--- src/rtl/regfile_port_arbiter.sv ---
// Owns the single access port of a small register file: clears every entry after
// reset, then grants one read or write per cycle to NREQ requesters in round-robin order.
module regfile_port_arbiter #(
  parameter int               NREQ      = 2,
  parameter int               WIDTH     = 16,
  parameter int               AW        = 1,
  parameter int               IDW       = 1,
  parameter logic [WIDTH-1:0] CLEAR_VAL = '0
) (
  input  logic                  clk,
  input  logic                  reset,
  input  logic [NREQ-1:0]       req_valid,
  input  logic [NREQ-1:0]       req_write,
  input  logic [NREQ*AW-1:0]    req_addr,
  input  logic [NREQ*WIDTH-1:0] req_wdata,
  output logic [NREQ-1:0]       req_ready,
  output logic                  rsp_valid,
  output logic [IDW-1:0]        rsp_id,
  output logic [WIDTH-1:0]      rsp_data,
  output logic                  rf_we,
  output logic [AW-1:0]         rf_addr,
  output logic [WIDTH-1:0]      rf_wdata,
  input  logic [WIDTH-1:0]      rf_rdata,
  output logic                  init_done
);

  localparam int DEPTH = 2 ** AW;
  localparam logic [AW-1:0]  LAST_ADDR = AW'(DEPTH - 1);
  localparam logic [IDW-1:0] LAST_ID   = IDW'(NREQ - 1);

  typedef enum logic {
    S_INIT,
    S_RUN
  } state_t;

  state_t           state;
  state_t           state_next;
  logic [AW-1:0]    clr_cnt;
  logic [IDW-1:0]   ptr;

  logic             grant_found;
  logic [IDW-1:0]   grant_id;
  logic [AW-1:0]    sel_addr;
  logic [WIDTH-1:0] sel_wdata;
  logic             sel_write;
  logic             run_grant;
  logic             run_read;

  // State register.
  // NOTE: clocked processes use non-blocking (<=) so every flop samples pre-edge values;
  // combinational processes use blocking (=) so later statements see earlier results.
  always_ff @(posedge clk) begin
    if (reset) state <= S_INIT;
    else       state <= state_next;
  end

  // Next-state logic: the sweep ends on the last address, RUN is held until reset.
  // NOTE: every always_comb assigns a default first so no path leaves a signal
  // unassigned, which would otherwise infer a latch.
  always_comb begin
    state_next = state;
    case (state)
      S_INIT:  if (clr_cnt == LAST_ADDR) state_next = S_RUN;
      S_RUN:   state_next = S_RUN;
      default: state_next = S_INIT;
    endcase
  end

  // Round-robin search: first pass covers ptr..NREQ-1, second pass wraps to 0..ptr-1
  // (anything at or above ptr was already rejected by the first pass).
  always_comb begin
    grant_found = 1'b0;
    grant_id    = '0;
    for (int i = 0; i < NREQ; i++) begin
      if (!grant_found && req_valid[i] && (IDW'(i) >= ptr)) begin
        grant_found = 1'b1;
        grant_id    = IDW'(i);
      end
    end
    for (int i = 0; i < NREQ; i++) begin
      if (!grant_found && req_valid[i]) begin
        grant_found = 1'b1;
        grant_id    = IDW'(i);
      end
    end
  end

  // Select the granted requester's address, data and direction.
  always_comb begin
    sel_addr  = '0;
    sel_wdata = '0;
    sel_write = 1'b0;
    for (int i = 0; i < NREQ; i++) begin
      if (grant_id == IDW'(i)) begin
        sel_addr  = req_addr[i*AW +: AW];
        sel_wdata = req_wdata[i*WIDTH +: WIDTH];
        sel_write = req_write[i];
      end
    end
  end

  assign run_grant = (state == S_RUN) && grant_found;
  assign run_read  = run_grant && !sel_write;

  // Output logic: the sweep owns the port in INIT, the granted requester in RUN.
  always_comb begin
    req_ready = '0;
    rf_we     = 1'b0;
    rf_addr   = '0;
    rf_wdata  = '0;
    case (state)
      S_INIT: begin
        rf_we    = 1'b1;
        rf_addr  = clr_cnt;
        rf_wdata = CLEAR_VAL;
      end
      S_RUN: begin
        if (grant_found) begin
          for (int i = 0; i < NREQ; i++) req_ready[i] = (grant_id == IDW'(i));
          rf_we    = sel_write;
          rf_addr  = sel_addr;
          rf_wdata = sel_wdata;
        end
      end
      default: ;
    endcase
  end

  // Sweep counter, arbitration pointer and the registered read response.
  // NOTE: the register file behind the port has no reset of its own; the INIT sweep
  // is what brings every entry to CLEAR_VAL, so only control and response flops reset here.
  always_ff @(posedge clk) begin
    if (reset) begin
      clr_cnt   <= '0;
      ptr       <= '0;
      rsp_valid <= 1'b0;
      rsp_id    <= '0;
      rsp_data  <= '0;
      init_done <= 1'b0;
    end else begin
      if (state == S_INIT) begin
        clr_cnt <= clr_cnt + 1'b1;
        if (clr_cnt == LAST_ADDR) init_done <= 1'b1;
      end
      if (run_grant) ptr <= (grant_id == LAST_ID) ? '0 : grant_id + 1'b1;
      rsp_valid <= run_read;
      if (run_read) begin
        rsp_id   <= grant_id;
        rsp_data <= rf_rdata;
      end
    end
  end

endmodule

--- config.mk ---
export PLATFORM = sky130hd
export DESIGN_NAME = regfile_port_arbiter
export DESIGN_NICKNAME = d
export VERILOG_FILES = /design/src/rtl/regfile_port_arbiter.sv
export SDC_FILE = /design/constraint.sdc
export NUM_CORES = 1
export LEC_CHECK = 0
export BUFFER_PORTS_ARGS = -buffer_cell sky130_fd_sc_hd__buf_4
export CORE_ASPECT_RATIO = 0.5
export CORE_UTILIZATION = 35
export DETAILED_ROUTE_END_ITERATION = 10
export HOLD_SLACK_MARGIN = 0.02
export PLACE_DENSITY = 0.86
export SLEW_MARGIN = 10
export SYNTH_ARGS = -nofsm -noshare
export SYNTH_HDL_FRONTEND = slang
export SYNTH_SLANG_ARGS = --single-unit
--- constraint.sdc ---
create_clock -name clk -period 1.71 [get_ports clk]
set_clock_uncertainty 0.1 [all_clocks]
set_input_delay 0.4275 -clock clk [delete_from_list [all_inputs] [get_ports clk]]
set_output_delay 0.4275 -clock clk [all_outputs]
set_load 0.03 [all_outputs]
==> out/results.ini <==
[run]
maxCapViolCount = 0

[timing]
setup_viol = 20
slew_headroom = 0.827
grt_setup_unrepaired = true
fin_ws_ns = -0.215
period_minus_slack_ns = 1.93
whs_ns = 0.339
slew_violations = 0
hold_violations = 0
fin_crit_sh = 1.13
worst_pin_slew_ns = 0.260
fmax_mhz = 519

[pwr]
comb_power_share = 0.460
power_density_nw_per_um2 = 691
swShare = 0.357
vdd.ir_drop.worst_v = 0.000481
p_leak_nw = 1.05
intPower_w = 0.00106
p_clk_frac = 0.186
seq_power_share = 0.354
p_switching_w = 0.000589
totalPowerFinal_w = 0.00165

[clock_network]
clk_pin_slew_ns = 0.08
clock_path_buffers = 2
cts-htree-levels = 1
cts_num_sinks = 22
cts_root_buffer = clkbuf_8
tritoncts = done
clk_latency_ns = 0.25
numCtsBuffers = 3
hold_buffers = 0

[global_routing]
grt_max_degree = 39
grt-ovfl-total = 0
grt_antenna_before_repair = 0
track_usage = 0.203
grt_pass1_vias = 1412
grt_pass1_wl_mm = 6.04

[route]
postRouteAntennaNets = 0
vias = 1427
drc_errors = 0
avgViaCountPerCell = 4.87
wirelength_mm = 3.84
drt_iter0_markers = 18
drt-wirelength-per-cell_um = 13.1
dr.pass1.iters = 4

[placed_design]
place_congestion = 0.734
dpl-instance-area_sq_um = 2180
buffer_ports.inserted = 94
post-place-ws_ns = -0.192
dp.cells = 286
dpl.hpwl_mm = 2.77

[synthesis]
synth_common_cells = 34 x nand2_1, 33 x nand2b_1, 22 x dfxtp_1, 19 x a21oi_1, 17 x mux2i_1
syn_area_sq_um = 1220
synthAdderAreaFrac = 0
synth_edf_count = 0
post-synth-top-count-cell = nand2_1
synth_top_family_by_area = simple AND/OR/NAND/NOR gates
synth_compound_area_frac = 0.120
synth_flop_cell = dfxtp_1
async_flop_share = 0
yosysTopAreaCellShare = 0.360
netlist_top_cells_area = dfxtp_1 36%, nand2b_1 17%, mux2i_1 14%, nand2_1 10%, a21oi_1 7.8%
synth-simple-area-share = 0.325
yosys_warnings = 0
synth_seq_cells = 22
synth_cell_types = 23
synth_fp_nets = 211
syn_inst = 155
muxShareOfSynthArea = 0.139
syn_area_per_cell_sq_um = 7.89
ys_seq_area_frac = 0.360
synth_area_leader_cell = dfxtp_1
synth_xor_area_frac = 0.00716

[setup_path]
crit_required_ns = 1.18
path_max_fanout = 9
worstSetupStartpointType = flop
critical_path_class = reg2out
r2r-start = ptr$_SDFFE_PP0P_
crit_chain = nand2b_4 > and2_4 > a32oi_2 > nand2_2 > buf_6
startpoint = ptr$_SDFFE_PP0P_
arrival_ns = 1.40
max_stage_delay_ns = 0.32
cp-end-kind = output port
critPathSlowestCell = dfxtp_2

[die]
start_util = 0.388
fp.dieW_um = 85.6
num_rows = 14
coreArea_sq_um = 3150
design.portCount = 95
die-area_sq_um = 3750
die_y_um = 43.8

[layout]
instances_no_fill = 293
drive_gt1_frac = 0.573
final_nets = 311
syn_to_final_growth_pct = 95.4
antenna_cells = 0
nFillCells = 232
design_area_sq_um = 2390

[worst_hold_path]
hold_path_startpoint = rf_rdata[10]
hp-class = in2reg

[run_status]
status = complete, but fails checks
violations = negative setup slack

[stage by stage]
step | TNS (ns) | util
2_1_floorplan | -0.0206 | -
4_1_cts | -3.24 | 0.751
6_report | -3.29 | 0.758
3_3_place_gp | -1.89 | 0.690
5_1_grt | -4.13 | 0.758
3_5_place_dp | -2.92 | 0.690
[cell usage in the layout, fill, tap and decap left out, types with 2 or more instances in the layout]
cell / instances
a21oi_2: 6
buf_6: 20
buf_12: 2
and2_4: 3
nand2_4: 5
dfxtp_2: 2
a21oi_1: 3
dfxtp_1: 20
clkbuf_8: 3
o21ai_0: 2
nand2_1: 25
buf_4: 80
nand2b_1: 32
a21oi_4: 10
nand2_2: 5
mux2i_1: 17
nor2_1: 3
[state kept, by name (all words and copies together), names as in the netlist]
name	count
rsp_valid	1
ptr	1
clr_cnt	1
state	1
rsp_id	1
init_done	1
rsp_data	16
[repair_timing]
item                       in CTS  in global routing
cloned                          3                  0
gates resized for setup        32                  6
pin swaps                       4                  3
buffers inserted                1                  0
setup endpoints to repair      20                 20
[final timing paths]
| path | endpoint | depth (start not counted) | slack, ns |
|---|---|---|---|
| setup / recovery | rf_we | 5 | -0.22 |
| hold / removal | rsp_data[10]$_SDFFE_PP0P_ | 3 | 0.34 |
| setup reg to reg | rsp_data[15]$_SDFFE_PP0P_ | 6 | 0.11 |
| hold reg to reg | rsp_data[2]$_SDFFE_PP0P_ | 2 | 0.38 |
[power groups by stage]
| stage | Clock [W] | Combinational (W) | Sequential, W |
|---|---|---|---|
| final | 0.000308 | 0.000760 | 0.000585 |
| after detailed placement | 0 | 0.000685 | 0.000595 |
| after CTS | 0.000320 | 0.000752 | 0.000585 |
| after global placement | 0 | 0.000670 | 0.000594 |
| after global routing | 0.000339 | 0.000803 | 0.000589 |
| after floorplan | 0 | 0.000377 | 0.000643 |
[critical path: cells and delay by family (launching register included)]
family                 cells  cell delay (ns)
and+or+nand+nor            3             0.48
DFF                        1             0.32
AOI/OAI and AO/OA          1             0.19
buffers and inverters      1             0.15
[cell type report]
type                            instances  area (sq um)  share of cell area
Multi-Input combinational cell        124           983               0.411
Timing Repair Buffer                  102           866               0.362
Sequential cell                        22           443               0.185
Tap cell                               40          50.0              0.0209
Clock buffer                            3          41.3              0.0173
Inverter                                2          7.51             0.00314
[per-layer routing]
| layer | global-route usage | routed length, um |
|---|---|---|
| met4 | 0.0500 | 19 |
| met1 | 0.211 | 1500 |
| met5 | 0 | 0 |
| met2 | 0.434 | 2110 |
| met3 | 0.0324 | 208 |
[kinds of logic (layout without fill, tap and decap cells)]
group                     Yosys count  after routing
muxes                              17             17
buffers and inverters              12            107
xor gates and xnor gates            1              1
and+or+nand+nor                    78             81
DFF                                22             22
AOI/OAI and AO/OA                  25             25
(Power assumes the default switching activity.)
